`src/rtl/cpc_bus_pkg.sv`:
```
// Shared definitions for the CPC bus cycle monitor: cycle classes and
// the bank-select I/O decode used by the RAM expansion.
package cpc_bus_pkg;

  typedef enum logic [2:0] {
    CYC_IDLE = 3'd0,
    CYC_OPF  = 3'd1,
    CYC_MRD  = 3'd2,
    CYC_MWR  = 3'd3,
    CYC_IORD = 3'd4,
    CYC_IOWR = 3'd5,
    CYC_RFSH = 3'd6,
    CYC_INTA = 3'd7
  } cyc_state_e;

  localparam logic [1:0] BANKSEL_TAG   = 2'b11;
  localparam logic       BANKSEL_ADR15 = 1'b0;

  // Bank-select writes go to port 0x7Fxx with the top two data bits set.
  function automatic logic is_banksel(input logic a15, input logic [7:0] d);
    return (a15 == BANKSEL_ADR15) && (d[7:6] == BANKSEL_TAG);
  endfunction

endpackage

```
`src/rtl/cpc_bankwr_hold.sv`:
```
// Valid/ack holding register for captured bank-select bytes, with a sticky
// overflow flag for captures that land on an unacknowledged byte.
module cpc_bankwr_hold (
  input  logic       clk,
  input  logic       reset_b,
  input  logic       cap_i,
  input  logic [7:0] cap_data_i,
  input  logic       ack_i,
  output logic       vld_o,
  output logic [7:0] data_o,
  output logic       ovf_o
);

  logic       vld_q, vld_d;
  logic [7:0] data_q, data_d;
  logic       ovf_q, ovf_d;

  // A capture wins over an ack; overflow only when the old byte was never taken.
  always_comb begin
    vld_d  = vld_q;
    data_d = data_q;
    ovf_d  = ovf_q;
    if (cap_i) begin
      data_d = cap_data_i;
      vld_d  = 1'b1;
      if (vld_q && !ack_i) ovf_d = 1'b1;
    end else if (ack_i) begin
      vld_d = 1'b0;
    end
  end

  always_ff @(posedge clk or negedge reset_b) begin
    if (!reset_b) begin
      vld_q  <= 1'b0;
      data_q <= 8'h00;
      ovf_q  <= 1'b0;
    end else begin
      vld_q  <= vld_d;
      data_q <= data_d;
      ovf_q  <= ovf_d;
    end
  end

  assign vld_o  = vld_q;
  assign data_o = data_q;
  assign ovf_o  = ovf_q;

endmodule

```
`src/rtl/cpc_bus_cycle_monitor.sv`:
```
// Z80 bus cycle classifier and memory-write qualifier for the CPC RAM expansion.
// Optional wait-state statistics counter enabled by defining WAIT_COUNT_EN.
module cpc_bus_cycle_monitor
  import cpc_bus_pkg::*;
#(
  parameter int TCNT_W = 3,
  parameter int WCNT_W = 8
) (
  input  logic              clk,
  input  logic              reset_b,
  input  logic              mreq_b,
  input  logic              iorq_b,
  input  logic              rd_b,
  input  logic              wr_b,
  input  logic              m1_b,
  input  logic              rfsh_b,
  input  logic              adr15,
  input  logic              ready,
  input  logic [7:0]        data,
  output logic [2:0]        cyc_state,
  output logic [TCNT_W-1:0] tstate_cnt,
  output logic              mwr_early,
  output logic              mwr_cyc,
  output logic              mwr_cyc_ext,
  output logic              bank_wr_vld,
  output logic [7:0]        bank_wr_data,
  input  logic              bank_wr_ack,
  output logic              bank_wr_ovf,
  output logic              cyc_err,
  output logic [WCNT_W-1:0] wait_cnt
);

  cyc_state_e        state_q, state_d;
  logic [TCNT_W-1:0] tcnt_q, tcnt_d;
  logic              arm_q, arm_d;
  logic              mreq_q, mreq_f_q;
  logic              mwr_cyc_q, mwr_cyc_d, mwr_cyc_neg_q;
  logic              done_q, done_d;
  logic              err_q, err_d;
  logic              bus_idle, cap;

  assign bus_idle  = mreq_b & iorq_b;
  assign mwr_early = (mreq_q | mreq_f_q) & !mreq_b & rfsh_b & rd_b & m1_b;
  assign cap       = (state_q == CYC_IOWR) && !done_q && is_banksel(adr15, data);

  // Classification only starts once the bus has been seen idle after reset,
  // so a cycle already in flight at reset release is never misclassified.
  always_comb begin
    state_d = state_q;
    if (state_q == CYC_IDLE) begin
      if (arm_q) begin
        if      (!mreq_b && !rfsh_b) state_d = CYC_RFSH;
        else if (!mreq_b && !m1_b)   state_d = CYC_OPF;
        else if (!mreq_b && !rd_b)   state_d = CYC_MRD;
        else if (!mreq_b)            state_d = CYC_MWR;
        else if (!iorq_b && !m1_b)   state_d = CYC_INTA;
        else if (!iorq_b && !rd_b)   state_d = CYC_IORD;
        else if (!iorq_b && !wr_b)   state_d = CYC_IOWR;
      end
    end else if (bus_idle) begin
      state_d = CYC_IDLE;
    end
  end

  always_comb begin
    arm_d     = arm_q | bus_idle;
    tcnt_d    = tcnt_q;
    if (state_d == CYC_IDLE)       tcnt_d = '0;
    else if (state_q == CYC_IDLE)  tcnt_d = TCNT_W'(1);
    else if (tcnt_q != '1)         tcnt_d = tcnt_q + TCNT_W'(1);
    mwr_cyc_d = mwr_cyc_q;
    if (mwr_early)   mwr_cyc_d = 1'b1;
    else if (mreq_b) mwr_cyc_d = 1'b0;
    done_d    = (state_q == CYC_IOWR) && (done_q || cap);
    err_d     = err_q | (!mreq_b & !iorq_b);
  end

  always_ff @(posedge clk or negedge reset_b) begin
    if (!reset_b) begin
      state_q   <= CYC_IDLE;
      tcnt_q    <= '0;
      arm_q     <= 1'b0;
      mreq_q    <= 1'b1;
      mwr_cyc_q <= 1'b0;
      done_q    <= 1'b0;
      err_q     <= 1'b0;
    end else begin
      state_q   <= state_d;
      tcnt_q    <= tcnt_d;
      arm_q     <= arm_d;
      mreq_q    <= mreq_b;
      mwr_cyc_q <= mwr_cyc_d;
      done_q    <= done_d;
      err_q     <= err_d;
    end
  end

  // Falling-edge copies give the early predictor and the extended write flag.
  always_ff @(negedge clk or negedge reset_b) begin
    if (!reset_b) begin
      mreq_f_q      <= 1'b1;
      mwr_cyc_neg_q <= 1'b0;
    end else begin
      mreq_f_q      <= mreq_b;
      mwr_cyc_neg_q <= mwr_cyc_q;
    end
  end

  cpc_bankwr_hold u_hold (
    .clk        (clk),
    .reset_b    (reset_b),
    .cap_i      (cap),
    .cap_data_i (data),
    .ack_i      (bank_wr_ack),
    .vld_o      (bank_wr_vld),
    .data_o     (bank_wr_data),
    .ovf_o      (bank_wr_ovf)
  );

`ifdef WAIT_COUNT_EN
  logic [WCNT_W-1:0] wcnt_q, wcnt_d;

  always_comb begin
    wcnt_d = wcnt_q;
    if (!ready && (state_q != CYC_IDLE) && (wcnt_q != '1)) wcnt_d = wcnt_q + WCNT_W'(1);
  end

  always_ff @(posedge clk or negedge reset_b) begin
    if (!reset_b) wcnt_q <= '0;
    else          wcnt_q <= wcnt_d;
  end

  assign wait_cnt = wcnt_q;
`else
  logic unused_ready;
  assign unused_ready = ready;
  assign wait_cnt     = '0;
`endif

  assign cyc_state   = state_q;
  assign tstate_cnt  = tcnt_q;
  assign mwr_cyc     = mwr_cyc_q;
  assign mwr_cyc_ext = mwr_cyc_q | mwr_cyc_neg_q;
  assign cyc_err     = err_q;

endmodule
```
`config.mk`:
```
export PLATFORM = sky130hd
export DESIGN_NAME = cpc_bus_cycle_monitor
export DESIGN_NICKNAME = d
export VERILOG_FILES = /design/src/rtl/cpc_bus_pkg.sv /design/src/rtl/cpc_bankwr_hold.sv /design/src/rtl/cpc_bus_cycle_monitor.sv
export SDC_FILE = /design/constraint.sdc
export NUM_CORES = 1
export LEC_CHECK = 0
export CAP_MARGIN = 15
export CORE_MARGIN = 4
export CORE_UTILIZATION = 42
export DETAILED_ROUTE_END_ITERATION = 7
export HOLD_SLACK_MARGIN = 0.12
export PLACE_DENSITY_LB_ADDON = 0.08
export SYNTH_ARGS = -nofsm -noshare
export SYNTH_HDL_FRONTEND = slang
export SYNTH_HIERARCHICAL = 1
export SYNTH_SLANG_ARGS = --single-unit
```
`constraint.sdc`:
```
create_clock -name clk -period 2.1 [get_ports clk]
set_clock_uncertainty 0.05 [all_clocks]
set_input_delay 0.63 -clock clk [delete_from_list [all_inputs] [get_ports clk]]
set_output_delay 0.63 -clock clk [all_outputs]
set_load 0.01 [all_outputs]
```
== Yosys cells after proc, flatten, opt, wreduce, memory -nomap -nowiden ==
Cells that the tools add are included.
Cells by class
  add/sub/neg operators: 1
  equality and inequality tests: 3
  multiplexer cells: 17
  bitwise logic cells: 11
  reduce and logical (&&, ||, !) cells: 26
Operators with widths (count)
  two-way mux 3 bit: 13
  logical AND 1 bit: 11
  logical NOT 1 bit: 8
  bitwise AND 1 bit: 6
  logical NOT 3 bit: 2
  two-way mux 1 bit: 4
  bitwise OR 1 bit: 4
  nonzero test 2 bit: 2
  adder 3 x 1 -> 3 bit, second input constant: 1
  == test 3 bit, second input constant: 1
  != test 3 bit, second input constant: 1
  nonzero test 3 bit: 1
  == test 2 bit, second input constant: 1
  AND reduction 2 bit: 1
  logical OR 1 bit: 1
  NOT 1 bit: 1
Word-level totals
  register bits: 23
  logic and storage cells: 70

== Depth between registers and ports, before layout ==
Gate-level depths: netlist of run 1.
  word-level depth: 13
  gate-level depth with buffers: 5
  mapped depth without buffers: 5

== Hierarchy ==
Netlist of run 1, hierarchy kept.
Modules (own cells, without submodules)
  cpc_bus_cycle_monitor: times used 1, cells an instance 69, area each 713.2 um^2
  cpc_bankwr_hold: times used 1, cells an instance 22, area each 402.9 um^2

==> results of run 1 <==
[worst paths after layout]
kind / startpoint / to
min in group asynchronous: reset_b / cyc_err$_DFF_PN0_
worst min-delay path: u_hold/ovf_o$_DFFE_PN0P_ / u_hold/ovf_o$_DFFE_PN0P_
max in group asynchronous: reset_b / mreq_f_q$_DFF_NN1_
worst max-delay path: mreq_f_q$_DFF_NN1_ / mwr_early
worst max register to register: mreq_f_q$_DFF_NN1_ / mwr_cyc$_DFFE_PN0P_
worst min register to register: u_hold/ovf_o$_DFFE_PN0P_ / u_hold/ovf_o$_DFFE_PN0P_
[placed cells by master, fill, tap and decap left out, types with 3 or more instances in the layout]
cell,synthesis,routed
conb_1,1,8
clkbuf_4,0,3
inv_1,8,8
clkdlybuf4s50_1,0,35
buf_4,8,9
nor2_1,6,6
dfrtp_1,20,20
a211oi_1,3,3
mux2_4,8,8
[state kept, by name (all words and copies together), names as in the netlist]
signal         flops
u_hold/vld_o       1
mwr_cyc_neg_q      1
tstate_cnt         3
u_hold/data_o      8
u_hold/ovf_o       1
mwr_cyc            1
done_q             1
arm_q              1
cyc_err            1
mreq_f_q           1
cyc_state          3
mreq_q             1
[power by group through the flow]
stage          Sequential [mW]  Clock, mW  Combinational [mW]
3_5_place_dp             0.684    0.00596               0.698
6_report                 0.672      0.201               0.690
2_1_floorplan            0.716    0.00596               0.321
4_1_cts                  0.676      0.213               0.702
5_1_grt                  0.696      0.231               0.751
3_3_place_gp             0.676    0.00596               0.691
[synthesized netlist by cell type, drive strengths merged, types with 3 or more instances]
cell type	instances
a211oi	3
dfrtp	20
mux2	8
buf	9
o21ai	3
nor2	6
inv	8
[worst max-delay path, stage by stage (launching register included)]
cell	delay (ps)
dfstp_2	510
o2111a_1	190
buf_2	130
[through the flow]
step	cell area [um^2]	cells	TNS, ps
floorplan	1140	98	-512
global placement	1560	165	-2520
detailed placement	1560	165	-2550
CTS	1580	169	-1480
global route	1580	169	-1630
finish	1580	169	-1440
[layout make-up]
class                   count  area [um^2]  share of cell area
flip-flops and latches     23          578               0.366
multi-input cells          58          472               0.299
repair buffers             46          434               0.275
well taps                  30         37.5              0.0238
inverters                   7         26.3              0.0166
clock buffers               3         22.5              0.0143
clock inverters             2         8.76             0.00555
[logic make-up (layout without fill, tap and decap cells)]
family | after synthesis | after routing | share of synthesized area
other | 1 | 8 | 0.00336
adders and majority gates | 2 | 2 | 0.0224
DFF | 23 | 23 | 0.518
AOI/OAI and AO/OA | 18 | 18 | 0.138
buffers and inverters | 17 | 58 | 0.0908
xor gates and xnor gates | 1 | 1 | 0.00785
and+or+nand+nor | 19 | 19 | 0.0942
muxes | 10 | 10 | 0.126
[layer usage]
layer / global-route usage / part of all wire
met1: 0.179 / 0.41
met2: 0.253 / 0.53
met3: 0.0261 / 0.051
met4: 0.0380 / 0.0065
met5: 0 / 0
==> results.yml, run 1 <==
outcome:
  status: "complete, but fails checks"
  failed_checks: "setup timing"
placed_design:
  gp_congestion: 0.818
  dp_slack_ps: -868
  post-dp-hpwl_um: 1890
  io_buffers: 37
critical_path:
  path_class: "register to primary output"
  r2r_cells: 2
  worst_ep_arrival_time_ps: 2240
  required_ps: 1420
  reg2reg_slack_ps: 110
  start_kind: "register"
  endpoint_kind: "primary output"
  worstPathMaxFanout: 2
grt:
  grt_pass1_vias: 861
  grt_max_degree: 22
  grt_use_total: 0.143
  grt_overflow_total: 0
  grt_first_pass_wirelength_um: 3860
  antenna_found_initial: 0
yosys:
  synthTopCellsByArea: "dfrtp_1 (45%), mux2_4 (11%), buf_4 (5.4%)"
  synth_edf_count: 0
  yosys_warnings: 6
  synth-seq-cells: 23
  yosysSeqAreaShare: 0.518
  yosysTopAreaCell: "dfrtp_1"
  synth_top_flop_cell: "dfrtp_1"
  ys_types: 36
  postSynth.asyncResetShare: 1.00
  syn_avg_cell_area_um2: 12.3
  synth_top_area_frac: 0.448
  synthCells: 91
  netlist_area_mm2: 0.00112
pwr:
  power.total_mw: 1.56
  p_sw_mw: 0.498
  leakage_nw: 0.737
  clkPwrFrac: 0.129
  pwr-share-seq: 0.430
  comb_power_share: 0.442
  p_sw_frac: 0.319
  cellPowerDensity_mw_per_mm2: 990
  vdd_drop_max_v: 0.000591
  internal_power_mw: 1.06
cts:
  ctsLongestPathBuffers: 2
  cts_hold_buf: 0
  insertion_delay_ps: 360
  cts-resized-gates: 9
  cts_buffers: 3
  clock_sinks: 23
  clk_pin_slew_ps: 120
  htree_levels: 1
  post_cts_buffers: 0
  cts_tree: "done"
  root_buffer: "clkbuf_4"
floorplan:
  die_w_um: 59.6
  coreArea_mm2: 0.00250
  die_area_mm2: 0.00355
  rows: 18
  ioPinCount: 47
  initial_core_util: 0.446
  die_h_um: 59.6
drt:
  antenna_left: 0
  drt_iter0_markers: 12
  num_vias: 813
  post_drt_wl_per_cell_um: 13.6
  remaining_drc_errors: 0
  wl_um: 2300
  dr.pass1.iters: 4
  vias_per_cell: 4.81
timing:
  rsz0062_at_grt: "yes"
  finalHoldViolCount: 0
  setup_slack_ps: -821
  hold_ws_ps: 437
  setup_viol: 3
  maxSlewViolCount: 0
min_path:
  hold_depth: 1
  min_path_type: "register to register"
cells_and_area:
  drive_gt1_frac: 0.237
  layout.nets: 161
  n_fill_cell: 211
  insertedDiodeCount: 0
  syn_to_final_growth_pct: 41.5
  postLayoutCoreUtil: 0.632
flow_run:
  drv_cap: 0
Power figures use the tool's default switching activity.
==> run 2: changes to the inputs <==
CTS_CLUSTER_DIAMETER = 40   (was default)
SLEW_MARGIN = 20   (was default)
==> results of run 2 <==
Same layout as run 1: the final DEF is identical, and so are final timing and power.
==> run 3: changes to the inputs <==
clock period = 3.2 ns   (was 2.1 ns; I/O delays follow)
==> run 3 against run 2 <==
The run still ends with setup timing left. Utilization down 0.35 points. Clock power decreased by 32%. Via count up 2.0%. Final cell count is 0.59% lower. Clock-buffer cell count stayed put. Sequential cell count stayed put. Hold slack gained 7.3 ps. Register-to-register slack better by 550 ps. Global-route usage increased by 1.1 points. Sequential share of layout area grew 0.20 points.
==> results.yml, run 3 (same netlist as run 1, synthesis figures left out) <==
drt:
  remaining_drc_errors: 0
  num_vias: 829
  post_drt_wl_per_cell_um: 14.1
  wl_um: 2360
  antenna_left: 0
  dr.pass1.iters: 4
  vias_per_cell: 4.93
  drt_iter0_markers: 19
cts:
  ctsLongestPathBuffers: 2
  root_buffer: "clkbuf_4"
  insertion_delay_ps: 370
  htree_levels: 1
  clock_sinks: 23
  cts_buffers: 3
  cts_tree: "done"
  clk_pin_slew_ps: 120
min_path:
  min_path_type: "register to register"
  hp-start: "u_hold/ovf_o$_DFFE_PN0P_"
  hold_end: "u_hold/ovf_o$_DFFE_PN0P_"
  hold_depth: 1
cells_and_area:
  postLayoutCoreUtil: 0.628
  n_fill_cell: 203
  largest_reg_flops: 8
  final_cell_mix: "clkdlybuf4s50_1 (35), dfrtp_1 (20), inv_1 (9)"
  mostFrequentLayoutCell: "clkdlybuf4s50_1"
  syn_to_final_growth_pct: 40.7
  insertedDiodeCount: 0
  drive_gt1_frac: 0.225
  layout.nets: 160
grt:
  antenna_found_initial: 0
  grt_first_pass_wirelength_um: 4070
  grt_overflow_total: 0
  grt_pass1_vias: 886
  grt_max_degree: 22
  grt_use_total: 0.155
timing:
  finalHoldViolCount: 0
  hold_ws_ps: 444
  setup_tns_ps: -1000
  rsz0062_at_grt: "yes"
  maxSlewViolCount: 0
  setup_slack_ps: -612
  setup_viol: 2
floorplan:
  ioPinCount: 47
  die_w_um: 59.6
  die_area_mm2: 0.00355
  rows: 18
  initial_core_util: 0.446
  die_h_um: 59.6
  coreArea_mm2: 0.00250
pwr:
  p_sw_mw: 0.334
  power.total_mw: 1.03
  leakage_nw: 0.738
  vdd_drop_max_v: 0.000529
  internal_power_mw: 0.698
  comb_power_share: 0.442
  cellPowerDensity_mw_per_mm2: 658
  pwr-share-seq: 0.427
  clkPwrFrac: 0.131
  p_sw_frac: 0.324
outcome:
  status: "complete, but fails checks"
  failed_checks: "setup timing"
placed_design:
  gp_congestion: 0.784
  post-dp-hpwl_um: 1870
  io_buffers: 37
  dp_slack_ps: -651
critical_path:
  critPathSlowestCell: "dfstp_2"
  cpPeakStageDelay_ps: 510
  path_depth: 2
  worstPathMaxFanout: 2
  path_delay_family: "flip-flops"
  path_class: "register to primary output"
  required_ps: 2190
  endpoint_kind: "primary output"
  crit_chain: "o2111a_1 -> buf_2"
  r2r_cells: 2
  r2r_end: "mwr_cyc$_DFFE_PN0P_"
  worst_ep_arrival_time_ps: 2800
  cp_num_buf_inv: 1
  reg2reg_slack_ps: 660
  start_kind: "register"
  r2r_start: "mreq_f_q$_DFF_NN1_"
flow_run:
  drv_cap: 0
run 3: metal layers:
layer	vias to the layer above	GRT usage	part of all wire	wire length, um
met3	0	0.0610	0.069	163
met4	0	0.0190	0	0
li1	394	-	-	-
met2	29	0.268	0.53	1260
met1	406	0.186	0.40	937
met5	-	0	0	0
run 3: how the worst max path moves through the flow:
stage | start | end | slack, ps
floorplan | mreq_f_q$_DFF_NN1_ | mwr_early | -130
global placement | mreq_f_q$_DFF_NN1_ | mwr_early | -630
detailed placement | mreq_f_q$_DFF_NN1_ | mwr_early | -650
CTS | mreq_f_q$_DFF_NN1_ | mwr_early | -660
global route | mreq_f_q$_DFF_NN1_ | mwr_early | -700
finish | mreq_f_q$_DFF_NN1_ | mwr_early | -610
run 3: area by class of cell:
type | instances | area (um^2) | share of cell area
clock buffers | 3 | 22.5 | 0.0143
clock inverters | 2 | 7.51 | 0.00478
inverters | 7 | 26.3 | 0.0167
multi-input cells | 58 | 472 | 0.300
flip-flops and latches | 23 | 578 | 0.368
well taps | 30 | 37.5 | 0.0239
repair buffers | 45 | 427 | 0.272
run 3: worst reg2reg max path, cell delays in order (launching register included):
cell      delay (ps)
dfstp_2          510
o2111a_1         190
a21o_1            80
run 3: stage by stage:
step	cell area (um^2)	instances
2_1_floorplan	1140	98
3_3_place_gp	1550	164
3_5_place_dp	1550	164
4_1_cts	1570	168
5_1_grt	1570	168
6_report	1570	168
run 3: power by group through the flow:
stage / clock (mW) / sequential (mW) / combinational [mW]
floorplan: 0.00391 / 0.470 / 0.211
global placement: 0.00391 / 0.445 / 0.450
detailed placement: 0.00391 / 0.445 / 0.463
CTS: 0.142 / 0.442 / 0.465
global route: 0.157 / 0.454 / 0.498
finish: 0.136 / 0.441 / 0.457
run 3: timing repair:
item | 4_1_cts | 5_1_grt
hold buffers | 0 | 0
endpoints found under the setup margin | 2 | 2
pin swaps | 2 | 1
resized for setup | 9 | 0
buffers inserted | 0 | 0
